<file path="src/rtl/gpio_led_pkg.sv">
// Shared definitions for the front-panel LED controller: channel mode
// encodings and counter sizing helpers.
package gpio_led_pkg;

    localparam int unsigned MODE_W = 2;

    typedef enum logic [MODE_W-1:0] {
        MODE_DIRECT  = 2'd0,
        MODE_ANY     = 2'd1,
        MODE_BLINK   = 2'd2,
        MODE_BREATHE = 2'd3
    } led_mode_e;

    function automatic int unsigned clog2(input int unsigned value);
        int unsigned v;
        int unsigned r;
        v = (value > 0) ? value - 1 : 0;
        r = 0;
        while (v > 0) begin
            v = v >> 1;
            r = r + 1;
        end
        return r;
    endfunction

    // Counter width able to hold 0..value-1, never narrower than one bit.
    function automatic int unsigned counter_width(input int unsigned value);
        return (clog2(value) < 1) ? 1 : clog2(value);
    endfunction

endpackage

</file>
<file path="src/rtl/sw_debounce.sv">
// One switch input: 2-flop synchroniser, stable-count debouncer, clean level
// and a one-cycle pulse on each accepted rising edge.
module sw_debounce
    import gpio_led_pkg::*;
#(
    parameter int unsigned DEBOUNCE_CYCLES = 500_000
) (
    input  logic SYSTEMCLOCK,
    input  logic reset,
    input  logic pin,
    output logic clean,
    output logic rise
);

    localparam int unsigned CNT_W = counter_width(DEBOUNCE_CYCLES);
    localparam logic [CNT_W-1:0] CNT_LAST = CNT_W'(DEBOUNCE_CYCLES - 1);

    logic             sync0;
    logic             sync1;
    logic             clean_d;
    logic [CNT_W-1:0] count;

    always_ff @(posedge SYSTEMCLOCK) begin
        if (reset) begin
            sync0   <= 1'b0;
            sync1   <= 1'b0;
            clean   <= 1'b0;
            clean_d <= 1'b0;
            rise    <= 1'b0;
            count   <= '0;
        end else begin
            sync0   <= pin;
            sync1   <= sync0;
            clean_d <= clean;
            rise    <= clean & ~clean_d;
            // Count only while the synchronised level disagrees with the accepted one.
            if (sync1 == clean) begin
                count <= '0;
            end else if (count == CNT_LAST) begin
                clean <= sync1;
                count <= '0;
            end else begin
                count <= count + CNT_W'(1);
            end
        end
    end

endmodule

</file>
<file path="src/rtl/gpio_led_ctrl.sv">
// Front-panel LED controller: debounced switches, shared blink timer,
// breathing PWM and a per-channel mode mux driving registered LED outputs.
module gpio_led_ctrl
    import gpio_led_pkg::*;
#(
    parameter int unsigned N_CH            = 4,
    parameter int unsigned N_SW            = 4,
    parameter int unsigned DEBOUNCE_CYCLES = 500_000,
    parameter int unsigned BLINK_HALF      = 50_000_000,
    parameter int unsigned PWM_BITS        = 8
) (
    input  logic                     SYSTEMCLOCK,
    input  logic                     reset,
    input  logic [N_SW-1:0]          gpio_switch,
    input  logic [MODE_W*N_CH-1:0]   mode,
    output logic [N_CH-1:0]          gpio_led,
    output logic [N_SW-1:0]          sw_clean,
    output logic [N_SW-1:0]          sw_rise
);

    localparam int unsigned BLINK_W = counter_width(BLINK_HALF);
    localparam logic [BLINK_W-1:0]  BLINK_LAST = BLINK_W'(BLINK_HALF - 1);
    localparam logic [PWM_BITS-1:0] PWM_MAX    = '1;

    logic [BLINK_W-1:0]  blink_cnt;
    logic                blink_phase;
    logic                blink_wrap_c;
    logic                blink_next_c;
    logic [PWM_BITS-1:0] pwm_cnt;
    logic [PWM_BITS-1:0] duty;
    logic                duty_down;
    logic                pwm_out_c;
    logic [N_CH-1:0]     led_next_c;

    for (genvar j = 0; j < N_SW; j++) begin : g_sw
        sw_debounce #(
            .DEBOUNCE_CYCLES(DEBOUNCE_CYCLES)
        ) u_debounce (
            .SYSTEMCLOCK(SYSTEMCLOCK),
            .reset      (reset),
            .pin        (gpio_switch[j]),
            .clean      (sw_clean[j]),
            .rise       (sw_rise[j])
        );
    end

    // LEDs take the phase being entered so they toggle on the wrap cycle itself.
    assign blink_wrap_c = (blink_cnt == BLINK_LAST);
    assign blink_next_c = blink_phase ^ blink_wrap_c;

    always_ff @(posedge SYSTEMCLOCK) begin
        if (reset) begin
            blink_cnt   <= '0;
            blink_phase <= 1'b1;
        end else begin
            blink_cnt   <= blink_wrap_c ? '0 : blink_cnt + BLINK_W'(1);
            blink_phase <= blink_next_c;
        end
    end

    // Triangle ramp of duty, one step per PWM period, endpoints visited once.
    always_ff @(posedge SYSTEMCLOCK) begin
        if (reset) begin
            pwm_cnt   <= '0;
            duty      <= '0;
            duty_down <= 1'b0;
        end else begin
            pwm_cnt <= pwm_cnt + PWM_BITS'(1);
            if (pwm_cnt == PWM_MAX) begin
                if (duty_down) begin
                    duty <= duty - PWM_BITS'(1);
                    if (duty == PWM_BITS'(1)) begin
                        duty_down <= 1'b0;
                    end
                end else begin
                    duty <= duty + PWM_BITS'(1);
                    if (duty == PWM_MAX - PWM_BITS'(1)) begin
                        duty_down <= 1'b1;
                    end
                end
            end
        end
    end

    assign pwm_out_c = (pwm_cnt < duty);

    always_comb begin
        led_next_c = '0;
        for (int i = 0; i < N_CH; i++) begin
            case (mode[MODE_W*i +: MODE_W])
                MODE_DIRECT:  led_next_c[i] = sw_clean[i % N_SW];
                MODE_ANY:     led_next_c[i] = |sw_clean;
                MODE_BLINK:   led_next_c[i] = blink_next_c;
                MODE_BREATHE: led_next_c[i] = pwm_out_c;
                default:      led_next_c[i] = 1'b0;
            endcase
        end
    end

    // Reset drives every LED on as a lamp test.
    always_ff @(posedge SYSTEMCLOCK) begin
        if (reset) begin
            gpio_led <= '1;
        end else begin
            gpio_led <= led_next_c;
        end
    end

endmodule

</file>
<file path="config.mk">
export PLATFORM = sky130hd
export DESIGN_NAME = gpio_led_ctrl
export DESIGN_NICKNAME = d
export VERILOG_FILES = /design/src/rtl/gpio_led_pkg.sv /design/src/rtl/sw_debounce.sv /design/src/rtl/gpio_led_ctrl.sv
export SDC_FILE = /design/constraint.sdc
export NUM_CORES = 1
export LEC_CHECK = 0
export CAP_MARGIN = 20
export CORE_UTILIZATION = 40
export CTS_BUF_LIST = sky130_fd_sc_hd__clkbuf_16
export DETAILED_ROUTE_END_ITERATION = 12
export GPL_ROUTABILITY_DRIVEN = 0
export PLACE_DENSITY = 0.52
export SYNTH_ARGS = -nofsm -noshare
export SYNTH_HDL_FRONTEND = slang
export SYNTH_SLANG_ARGS = --single-unit
</file>
<file path="constraint.sdc">
create_clock -name SYSTEMCLOCK -period 6.2 [get_ports SYSTEMCLOCK]
set_input_delay 0.62 -clock SYSTEMCLOCK [delete_from_list [all_inputs] [get_ports SYSTEMCLOCK]]
set_output_delay 0.62 -clock SYSTEMCLOCK [all_outputs]
set_load 0.02 [all_outputs]
</file>
Word level (Yosys, flattened, before mapping). Index checks and enable logic that the tools add are counted.

Register bits after elaboration: 144. Input port bits: 14. Output and inout bits: 12. Logic and storage cells: 98.

Add/sub/neg operators: 8. Magnitude comparators: 1. Eq/ne operators: 24. Muxes and demuxes: 8. Bitwise logic cells: 13. Reduce and logical (&&, ||, !) cells: 14.

Operator list (count): adder 19 x 1 -> 19 bit, second input constant (4); == test 19 bit, second input constant (4); adder 26 x 1 -> 26 bit, second input constant (1); == test 26 bit, second input constant (1); adder 8 x 1 -> 8 bit, second input constant (2); == test 2 bit, second input constant (8); == test 8 bit, second input constant (2); case mux 1 bit (4 select lines) (4); OR reduction 3 bit (4); == test 2 x 1 -> 1 bit, second input constant (4); == test 8 x 1 -> 1 bit, second input constant (1); logical NOT 2 bit (4); less-than comparator 8 bit (1); two-way mux 8 bit (1); NOT 1 bit (8); AND reduction 2 bit (4); subtractor 8 x 1 -> 8 bit, second input constant (1); bitwise AND 1 bit (4); == test 1 bit (4); OR reduction 4 bit (1); two-way mux 1 bit (3); OR reduction 2 bit (1); bitwise XOR 1 bit (1).

Logic depth before layout (Yosys ltp). Gate-level depths: netlist of the first run.

Word-level depth: 3. Gate-level depth with buffers: 8. Gate-level depth less buffers: 7.

Modules after synthesis. Synthesis of the first run repeated with hierarchy kept, for this count alone.

Cell total of the unflattened synthesis: 737. Area total of the unflattened synthesis: 6528.8 sq um.

By module, submodules not included: sw_debounce (instances 4, cells an instance 111, area each 1019.7 sq um, seq. area each 480.5 sq um); gpio_led_ctrl (instances 1, cells an instance 293, area each 2449.8 sq um, seq. area each 960.9 sq um).

Least setup slack after synthesis of the first run. Ideal clock, no wire load.

Path type: register -> register. Start: register blink_cnt[10]. End: register blink_cnt[2]. Library setup time: 0.115 ns. Arrival time: 2.042 ns. Data required time: 6.085 ns. Path slack: 4.043 ns. Cell stages (with the launch flop): 8. Buffers on the path: 2. Period minus slack after synthesis: 2.157 ns. Cells stage by stage: dfxtp_1 > or4b_1 > or4_4 > nor4_4 > or2_1 > buf_6 > buf_6 > nor2_1.

Word-level cells in the longest chain between the ends: 2.

Ends and longest elaborated chain: from (decl) (RTL line gpio_led_ctrl.sv:25) `logic [BLINK_W-1:0] blink_cnt;`; from (signal assigned) (RTL line gpio_led_ctrl.sv:56) `blink_cnt <= blink_wrap_c ? '0 : blink_cnt + BLINK_W'(1);`; == test 26 bit (RTL line gpio_led_ctrl.sv:48) `assign blink_wrap_c = (blink_cnt == BLINK_LAST);`; OR reduction 2 bit (no line).

No other way between the ends. A chain may end at the register's enable or synchronous reset.

Worst setup path after layout of the first run.
Start: register blink_cnt[10]. End: register blink_cnt[15].

Word-level cells in the longest chain between the ends: 2. Elaborated cells between the ends (all ways): 3. Classes of those cells: 1 x add/sub; 1 x eq/ne; 1 x reduce/logical.

Ends and longest elaborated chain: parallel branches: the longest is 2 deep, another holds adder 26 x 1 -> 26 bit.

Several ways; the timed one is not identified.

==> results.sh, run 1 <==
export IMPL_path_max_fanout=25
export IMPL_postCtsSetupRepairBufs=0
export IMPL_irDropWorstVdd_v=0.000221
export IMPL_cts_resized=0
export IMPL_groute_layer_met1_usage_pct=21.0
export IMPL_cts_root_buffer_cell="sky130_fd_sc_hd__clkbuf_16"
export IMPL_nFillCells=1467
export IMPL_power_density_cell_area_nw_per_um2=255
export IMPL_layout_drive_gt1_share_pct=4.53
export IMPL_grt_setup_unrepaired="false"
export IMPL_grtUsageMet2_pct=25.1
export IMPL_clkSlewWorstSetupHoldPaths_ns=0.06
export IMPL_placedInstanceArea_um2=6730
export IMPL_summed_area_of_non_filler_cells_in_the_final_layout_um2=7210
export IMPL_final_period_utilization_pct=43.1
export IMPL_htree_num_levels=4
export IMPL_final_period_minus_worst_setup_slack_ns=2.67
export IMPL_cts_max_path_buffers=2
export IMPL_dpl_cell_count=933
export IMPL_syn_area_per_cell_um2=8.80
export IMPL_synth_warning_count=0
export IMPL_synth_area_um2=6370
export IMPL_wl_per_cell_um=12.4
export IMPL_drt_first_iter_violations=222
export IMPL_fp_dieH_um=128
export IMPL_buffer_ports_inserted=25
export IMPL_clock_sinks=144
export IMPL_final_instance_count_excl_fill=962
export IMPL_worst_slew_pin_slew_ns=0.837
export IMPL_antennaDiodeCount=0
export IMPL_skew_ns=0.00422
export IMPL_power_mw=1.84
export IMPL_firstDrtPassIters=4
export IMPL_core_area_um2=15400
export IMPL_top_level_ports=26
export IMPL_p_leak_nw=2.47
export IMPL_required_ns=6.46
export IMPL_first_pass_grt_wire_length_um=21100
export IMPL_vias=4638
export IMPL_initial_utilization_pct=41.5
export IMPL_syn_to_final_growth_pct=13.1
export IMPL_layout_commonest_cell="sky130_fd_sc_hd__nor2_1"
export IMPL_run_status="finished clean"
export IMPL_ys_ff_latch=144
export IMPL_fp_dieW_um=128
export IMPL_criticalPathCategory="register to register"
export IMPL_post_drt_via_cell_ratio=4.82
export IMPL_global_route_usage_total_pct=16.1
export IMPL_max_freq_mhz=374
export IMPL_slew_headroom_pct=44.2
export IMPL_postRouteWirelength_um=11900
export IMPL_busiest_grt_layer="met2"
export IMPL_grtUsageMet3_pct=4.97
export IMPL_final_critical_path_setup_slack_ns=3.53
export IMPL_ys_seq_area_share_pct=45.2
export IMPL_final_antenna_net_count=0
export IMPL_place_ws_ns=3.54
export IMPL_top_ff_cell_synth="sky130_fd_sc_hd__dfxtp_1"
export IMPL_rows=45
export IMPL_seq_area_um2=2880
export IMPL_globalRoute_totalOverflow=0
export IMPL_critPathArrivalTime_ns=2.94
export IMPL_tritoncts="yes"
export IMPL_worstSkewPairLatency_ns=0.41
export IMPL_library_cells_used_by_synthesis=43
export IMPL_netlist_instances=724
export IMPL_holdCritPathClass="register to register"
export IMPL_mappedNetlistNets=755
export IMPL_maxCapViolCount=0
export IMPL_pin_count_of_the_biggest_net_entering_global_routing=45
export IMPL_startpoint_type="register"
export IMPL_fin_worst_hold_slack_ns=0.379
export IMPL_most_common_layout_cells="sky130_fd_sc_hd__nor2_1, sky130_fd_sc_hd__dfxtp_1, sky130_fd_sc_hd__xor2_1"
export IMPL_timing_setup_tns_ns=0
export IMPL_ctsHoldBuffers=0
export IMPL_slew_viol_final=0
export IMPL_multiInputGateArea_um2=3240
export IMPL_hpwlAfterDp_um=8290
export IMPL_post_route_util_pct=46.9
export IMPL_grt_pass1_vias=4479
export IMPL_tritoncts_num_buffers=17
export IMPL_drt_drc_violations_left=0
export IMPL_final_nets=772
export IMPL_setup_viol=0
export IMPL_grt_antenna_before_repair=0
export IMPL_die_area_um2=16400
export IMPL_synth_edf_count=0
export IMPL_timing_critical_path_to_type="register"
export IMPL_async_reset_ff_share_pct=0
export IMPL_hold_violations=0
-- state kept, by name (all words and copies together), names as in the netlist --
register and cells:
g_sw.u_debounce.rise 4, gpio_led 4, g_sw.u_debounce.clean_d 4, g_sw.u_debounce.clean 4
blink_cnt 26, blink_phase 1, g_sw.u_debounce.count 76, pwm_cnt 8
duty_down 1, g_sw.u_debounce.sync0 4, g_sw.u_debounce.sync1 4, duty 8
-- synthesized netlist by cell type (6+ instances only) --
master                       n  share of area (%)
sky130_fd_sc_hd__a21oi_1    11               0.86
sky130_fd_sc_hd__and3_1     15                1.5
sky130_fd_sc_hd__and4_1     10                1.4
sky130_fd_sc_hd__buf_4       8               0.94
sky130_fd_sc_hd__clkbuf_1   13               0.77
sky130_fd_sc_hd__dfxtp_1   144                 45
sky130_fd_sc_hd__ha_1       17                3.3
sky130_fd_sc_hd__inv_1      24                1.4
sky130_fd_sc_hd__nand2_1    40                2.4
sky130_fd_sc_hd__nand2b_1    6               0.59
sky130_fd_sc_hd__nand3_1    50                3.9
sky130_fd_sc_hd__nand4_1    23                2.3
sky130_fd_sc_hd__nor2_1    156                9.2
sky130_fd_sc_hd__nor2b_1    18                1.8
sky130_fd_sc_hd__nor3_1     15                1.2
sky130_fd_sc_hd__nor4b_1     6               0.82
sky130_fd_sc_hd__or3_1       6               0.59
sky130_fd_sc_hd__xnor2_1    46                6.3
sky130_fd_sc_hd__xor2_1     63                8.7
-- where the power goes --
group	switching (mW)	total, mW	internal [mW]
registers	0.00673	0.941	0.935
clock network	0.359	0.849	0.490
logic	0.0263	0.0483	0.0221
-- path summary, 6_finish.rpt --
| check | slack [ns] | startpoint | cells after the start | end |
|---|---|---|---|---|
| max | 3.53 | blink_cnt[10] | 5 | blink_cnt[15] |
| min | 0.38 | g_sw[3].u_debounce.clean_d | 1 | g_sw[3].u_debounce.rise |
| max reg2reg | 3.53 | blink_cnt[10] | 5 | blink_cnt[15] |
| min reg2reg | 0.38 | g_sw[3].u_debounce.clean_d | 1 | g_sw[3].u_debounce.rise |
-- worst max-delay path: stages (launching register included) --
cell and delay (ns):
sky130_fd_sc_hd__dfxtp_1 0.33, sky130_fd_sc_hd__or4b_1 0.53, sky130_fd_sc_hd__or4_4 0.51, sky130_fd_sc_hd__nor4_4 0.33, sky130_fd_sc_hd__or2_1 0.70, sky130_fd_sc_hd__nor2_1 0.12
-- final cells by class --
| cell class | count | share of cell area [%] |
|---|---|---|
| Sequential cell | 144 | 40.0 |
| Clock inverter | 12 | 0.781 |
| Inverter | 24 | 1.25 |
| Multi-Input combinational cell | 528 | 44.9 |
| Tap cell | 211 | 3.66 |
| Clock buffer | 17 | 5.90 |
| Timing Repair Buffer | 26 | 3.47 |
-- logic make-up (layout without fill, tap and decap cells) --
logic type,after synthesis,in the layout,share of synthesized area [%]
adder cells (fa/ha/maj),17,17,3.34
AND/OR/NAND/NOR,368,368,28.5
multiplexers,4,4,0.628
buffers and inverters,52,79,3.95
flip-flops,144,144,45.2
XOR/XNOR,110,110,15.2
AO/OA/AOI/OAI,29,29,3.16
-- per-layer routing --
metal,vias to the layer above,wire (µm)
li1,2438,-
met1,2138,6060
met2,50,5310
met3,12,391
met4,0,181
met5,-,0
No activity file was read; power rests on OpenSTA's default activity.
==> run 2: changes to the inputs <==
--- a/config.mk
+++ b/config.mk
@@ -10,7 +10,7 @@
 export CTS_BUF_LIST = sky130_fd_sc_hd__clkbuf_16
 export DETAILED_ROUTE_END_ITERATION = 12
 export GPL_ROUTABILITY_DRIVEN = 0
-export PLACE_DENSITY = 0.52
+export PLACE_DENSITY = 0.54
 export SYNTH_ARGS = -nofsm -noshare
 export SYNTH_HDL_FRONTEND = slang
 export SYNTH_SLANG_ARGS = --single-unit
==> constraint.sdc (replaced) <==
create_clock -name SYSTEMCLOCK -period 2.4 [get_ports SYSTEMCLOCK]
set_input_delay 0.24 -clock SYSTEMCLOCK [delete_from_list [all_inputs] [get_ports SYSTEMCLOCK]]
set_output_delay 0.24 -clock SYSTEMCLOCK [all_outputs]
set_load 0.02 [all_outputs]
==> results.sh, run 2 (synthesis gave the netlist of run 1 again) <==
export IMPL_tritoncts_num_buffers=17
export IMPL_grt_setup_unrepaired="false"
export IMPL_layout_drive_gt1_share_pct=5.94
export IMPL_path_max_fanout=25
export IMPL_placedInstanceArea_um2=6770
export IMPL_summed_area_of_non_filler_cells_in_the_final_layout_um2=7350
export IMPL_final_period_utilization_pct=92.7
export IMPL_final_antenna_net_count=0
export IMPL_top_level_ports=26
export IMPL_globalRoute_totalOverflow=0
export IMPL_criticalPathCategory="register to register"
export IMPL_power_density_cell_area_nw_per_um2=698
export IMPL_regMostFlops="g_sw.u_debounce.count"
export IMPL_seqPwrFrac_pct=47.4
export IMPL_timing_hold_worst_path_depth=2
export IMPL_startpoint_type="register"
export IMPL_slew_viol_final=0
export IMPL_internal_power_mw=4.08
export IMPL_final_nets=776
export IMPL_clock_sinks=144
export IMPL_global_route_usage_total_pct=15.7
export IMPL_timing_critical_path_to_type="register"
export IMPL_required_ns=2.70
export IMPL_timing_setup_tns_ns=0
export IMPL_setup_viol=0
export IMPL_cts_root_buffer_cell="sky130_fd_sc_hd__clkbuf_16"
export IMPL_max_freq_mhz=450
export IMPL_wl_per_cell_um=12.1
export IMPL_clkSlewWorstSetupHoldPaths_ns=0.06
export IMPL_antennaDiodeCount=0
export IMPL_combPwrFrac_pct=2.5
export IMPL_final_period_minus_worst_setup_slack_ns=2.22
export IMPL_power_share_switching_pct=20.4
export IMPL_maxCapViolCount=0
export IMPL_initial_utilization_pct=41.5
export IMPL_pin_count_of_the_biggest_net_entering_global_routing=26
export IMPL_buffer_ports_inserted=25
export IMPL_fp_dieW_um=128
export IMPL_rows=45
export IMPL_holdCritPathClass="primary input to register"
export IMPL_slew_headroom_pct=56.1
export IMPL_p_leak_nw=2.54
export IMPL_cts_max_path_buffers=2
export IMPL_syn_to_final_growth_pct=15.3
export IMPL_clkPwrFrac_pct=50.1
export IMPL_cts_resized=0
export IMPL_r2r_worst_path_cells=6
export IMPL_netSwitchingPower_mw=1.05
export IMPL_htree_num_levels=4
export IMPL_first_pass_grt_wire_length_um=20900
export IMPL_postCtsSetupRepairBufs=0
export IMPL_postRouteWirelength_um=11800
export IMPL_largest_registers="g_sw.u_debounce.count x76, blink_cnt x26"
export IMPL_largest_reg_flops=76
export IMPL_most_common_layout_cells="sky130_fd_sc_hd__nor2_1, sky130_fd_sc_hd__dfxtp_1, sky130_fd_sc_hd__xor2_1"
export IMPL_irDropWorstVdd_v=0.000445
export IMPL_skew_ns=0.00590
export IMPL_grt_pass1_vias=4569
export IMPL_vias=4759
export IMPL_fp_dieH_um=128
export IMPL_die_area_um2=16400
export IMPL_grt_antenna_before_repair=0
export IMPL_hpwlAfterDp_um=8110
export IMPL_run_status="finished clean"
export IMPL_hold_violations=0
export IMPL_firstDrtPassIters=4
export IMPL_worst_slew_pin_slew_ns=0.653
export IMPL_core_area_um2=15400
export IMPL_drt_first_iter_violations=246
export IMPL_worstSkewPairLatency_ns=0.41
export IMPL_layout_commonest_cell="sky130_fd_sc_hd__nor2_1"
export IMPL_ctsHoldBuffers=0
export IMPL_drt_drc_violations_left=0
export IMPL_tritoncts="yes"
export IMPL_fin_worst_hold_slack_ns=0.271
export IMPL_post_drt_via_cell_ratio=4.91
export IMPL_critPathArrivalTime_ns=2.53
==> run 2: cell types whose count changed in the layout (fill, tap and decap cells not counted), sizes merged <==
cell / previous run / this run
buf: 2 / 6
bufinv: 0 / 3
==> run 2: metal layers <==
layer  track usage, %  vias up  part of all wire, %  wire length [µm]
li1                 -     2442                    -                 -
met1             20.1     2240                   50              5830
met2             25.3       73                   46              5460
met3             4.42        4                  3.4               398
met4             5.74        0                 0.59                69
met5                0        -                    0                 0
==> run 2: worst paths after layout <==
path | startpoint | endpoint | slack (ns)
setup / recovery | blink_cnt[10] | blink_cnt[15] | 0.18
hold / removal | reset | g_sw[0].u_debounce.clean | 0.27
setup reg to reg | blink_cnt[10] | blink_cnt[15] | 0.18
hold reg to reg | g_sw[2].u_debounce.clean_d | g_sw[2].u_debounce.rise | 0.38
==> run 2: final cells by class <==
cell class | count | area (µm²)
repair buffers | 30 | 295
flip-flops and latches | 144 | 2880
multi-input cells | 528 | 3240
fillers | 1483 | 8020
inverters | 24 | 90.1
clock buffers | 17 | 425
well taps | 211 | 264
clock inverters | 15 | 151
==> run 2: worst max-delay path, cell delays in order (launching register included) <==
cell and delay (ns):
sky130_fd_sc_hd__dfxtp_1 0.33, sky130_fd_sc_hd__or4b_1 0.52, sky130_fd_sc_hd__or4_4 0.51, sky130_fd_sc_hd__nor4_4 0.32, sky130_fd_sc_hd__or2_1 0.19, sky130_fd_sc_hd__buf_12 0.17, sky130_fd_sc_hd__nor2_1 0.06
==> run 2: power groups by stage <==
stage / sequential, mW / clock, mW / combinational, mW
final: 2.43 / 2.57 / 0.128
after global routing: 2.43 / 2.75 / 0.142
after CTS: 2.43 / 2.65 / 0.130
after detailed placement: 2.48 / 0 / 0.130
after global placement: 2.48 / 0 / 0.127
after floorplan: 2.49 / 0 / 0.0709
==> run 2: per-stage QoR <==
stage	setup WS, ns	util (%)	power [mW]	std cells
finish	0.176	47.8	5.13	969
CTS	0.164	47.8	5.21	969
floorplan	0.243	-	2.56	724
global route	0.0703	47.8	5.32	969
detailed placement	0.176	44.1	2.61	937
global placement	0.205	44.1	2.61	937
==> run 3: changes to the inputs <==
--- a/config.mk
+++ b/config.mk
@@ -5,9 +5,9 @@
 export SDC_FILE = /design/constraint.sdc
 export NUM_CORES = 1
 export LEC_CHECK = 0
+export ABC_CLOCK_PERIOD_IN_PS = 2400
 export CAP_MARGIN = 20
 export CORE_UTILIZATION = 40
-export CTS_BUF_LIST = sky130_fd_sc_hd__clkbuf_16
 export DETAILED_ROUTE_END_ITERATION = 12
 export GPL_ROUTABILITY_DRIVEN = 0
 export PLACE_DENSITY = 0.54
==> results.sh, run 3 (synthesis gave the netlist of run 1 again) <==
export IMPL_clock_sinks=144
export IMPL_worstSkewPairLatency_ns=0.41
export IMPL_postRouteWirelength_um=11700
export IMPL_p_leak_nw=2.55
export IMPL_die_area_um2=16400
export IMPL_hpwlAfterDp_um=8110
export IMPL_maxCapViolCount=0
export IMPL_clkPwrFrac_pct=50.9
export IMPL_first_pass_grt_wire_length_um=20900
export IMPL_core_area_um2=15400
export IMPL_layout_drive_gt1_share_pct=6.20
export IMPL_cts_max_path_buffers=2
export IMPL_timing_critical_path_to_type="register"
export IMPL_slew_headroom_pct=56.1
export IMPL_run_status="finished clean"
export IMPL_startpoint_type="register"
export IMPL_placedInstanceArea_um2=6770
export IMPL_criticalPathCategory="register to register"
export IMPL_skew_ns=0.00601
export IMPL_final_period_utilization_pct=92.7
export IMPL_antennaDiodeCount=0
export IMPL_timing_setup_tns_ns=0
export IMPL_critPathArrivalTime_ns=2.53
export IMPL_buffer_ports_inserted=25
export IMPL_pin_count_of_the_biggest_net_entering_global_routing=26
export IMPL_fp_dieH_um=128
export IMPL_tritoncts_num_buffers=17
export IMPL_postCtsSetupRepairBufs=0
export IMPL_largest_reg_flops=76
export IMPL_hold_violations=0
export IMPL_ctsHoldBuffers=0
export IMPL_worst_r2r_startpoint="blink_cnt[10]"
export IMPL_slew_viol_final=0
export IMPL_grt_pass1_vias=4571
export IMPL_final_period_minus_worst_setup_slack_ns=2.22
export IMPL_wl_per_cell_um=12.1
export IMPL_initial_utilization_pct=41.5
export IMPL_combPwrFrac_pct=2.5
export IMPL_power_density_cell_area_nw_per_um2=707
export IMPL_netSwitchingPower_mw=1.06
export IMPL_path_max_fanout=25
export IMPL_fp_dieW_um=128
export IMPL_nFillCells=1485
export IMPL_max_freq_mhz=449
export IMPL_drt_drc_violations_left=0
export IMPL_drt_first_iter_violations=227
export IMPL_firstDrtPassIters=4
export IMPL_cts_resized=0
export IMPL_clkSlewWorstSetupHoldPaths_ns=0.06
export IMPL_min_from="reset"
export IMPL_globalRoute_totalOverflow=0
export IMPL_final_nets=776
export IMPL_required_ns=2.70
export IMPL_vias=4757
export IMPL_summed_area_of_non_filler_cells_in_the_final_layout_um2=7370
export IMPL_irDropWorstVdd_v=0.000449
export IMPL_regMostFlops="g_sw.u_debounce.count"
export IMPL_rows=45
export IMPL_htree_num_levels=4
export IMPL_layout_commonest_cell="sky130_fd_sc_hd__nor2_1"
export IMPL_setup_viol=0
export IMPL_internal_power_mw=4.15
export IMPL_most_common_layout_cells="sky130_fd_sc_hd__nor2_1, sky130_fd_sc_hd__dfxtp_1, sky130_fd_sc_hd__xor2_1"
export IMPL_grt_setup_unrepaired="false"
export IMPL_tritoncts="yes"
export IMPL_grt_antenna_before_repair=0
export IMPL_worst_slew_pin_slew_ns=0.653
export IMPL_timing_critical_path_from="blink_cnt[10]"
export IMPL_final_antenna_net_count=0
export IMPL_global_route_usage_total_pct=15.8
export IMPL_holdCritPathClass="primary input to register"
export IMPL_cts_root_buffer_cell="sky130_fd_sc_hd__clkbuf_16"
export IMPL_largest_registers="g_sw.u_debounce.count x76, blink_cnt x26"
export IMPL_seqPwrFrac_pct=46.7
export IMPL_power_share_switching_pct=20.3
export IMPL_post_drt_via_cell_ratio=4.91
export IMPL_syn_to_final_growth_pct=15.6
export IMPL_top_level_ports=26
## run 3: cell count changes in the layout (fill, tap and decap cells not counted)
cell and change:
sky130_fd_sc_hd__clkbuf_8 +2, sky130_fd_sc_hd__clkbuf_1 +1, sky130_fd_sc_hd__clkinv_1 -2, sky130_fd_sc_hd__inv_1 -1
## run 3: final cells by class
class	instances	area, µm²	share of cell area [%]
repair buffers	30	295	4.01
flip-flops and latches	144	2880	39.1
clock inverters	12	140	1.90
multi-input cells	528	3240	44.0
well taps	211	264	3.58
clock buffers	20	457	6.20
inverters	24	90.1	1.22
## run 3: through the flow
stage                     hold WS [ns]  power, mW  setup WS (ns)  utilization [%]  instances
after floorplan                  0.319       2.56          0.243                -        724
after global placement           0.373       2.61          0.205             44.1        937
after detailed placement         0.376       2.61          0.176             44.1        937
after CTS                        0.261       5.29          0.164             47.9        969
after global routing             0.289       5.39         0.0703             47.9        969
final                            0.265       5.21          0.175             47.9        969
## run 3: worst paths after layout
| check | end | slack (ns) | cells past startpoint |
|---|---|---|---|
| hold reg to reg | g_sw[2].u_debounce.rise | 0.38 | 1 |
| setup / recovery | blink_cnt[25] | 0.18 | 6 |
| setup reg to reg | blink_cnt[25] | 0.18 | 6 |
| hold / removal | g_sw[0].u_debounce.clean | 0.27 | 2 |
## run 3: critical path, stage by stage (launching register included)
cell and delay, ns:
sky130_fd_sc_hd__dfxtp_1 0.34, sky130_fd_sc_hd__or4b_1 0.52, sky130_fd_sc_hd__or4_4 0.51, sky130_fd_sc_hd__nor4_4 0.32, sky130_fd_sc_hd__or2_1 0.19, sky130_fd_sc_hd__buf_12 0.17, sky130_fd_sc_hd__nor2_1 0.06
## run 3: per-layer routing
layer,part of all wire (%),GRT usage (%)
met3,4.0,4.42
met1,49,20.1
met2,46,25.3
met4,0.96,5.74
met5,0,0
## run 3: power by group through the flow
stage | clock, mW | combinational [mW] | sequential [mW]
finish | 2.65 | 0.128 | 2.43
global route | 2.82 | 0.142 | 2.43
CTS | 2.73 | 0.130 | 2.43
detailed placement | 0 | 0.130 | 2.48
global placement | 0 | 0.127 | 2.48
floorplan | 0 | 0.0709 | 2.49
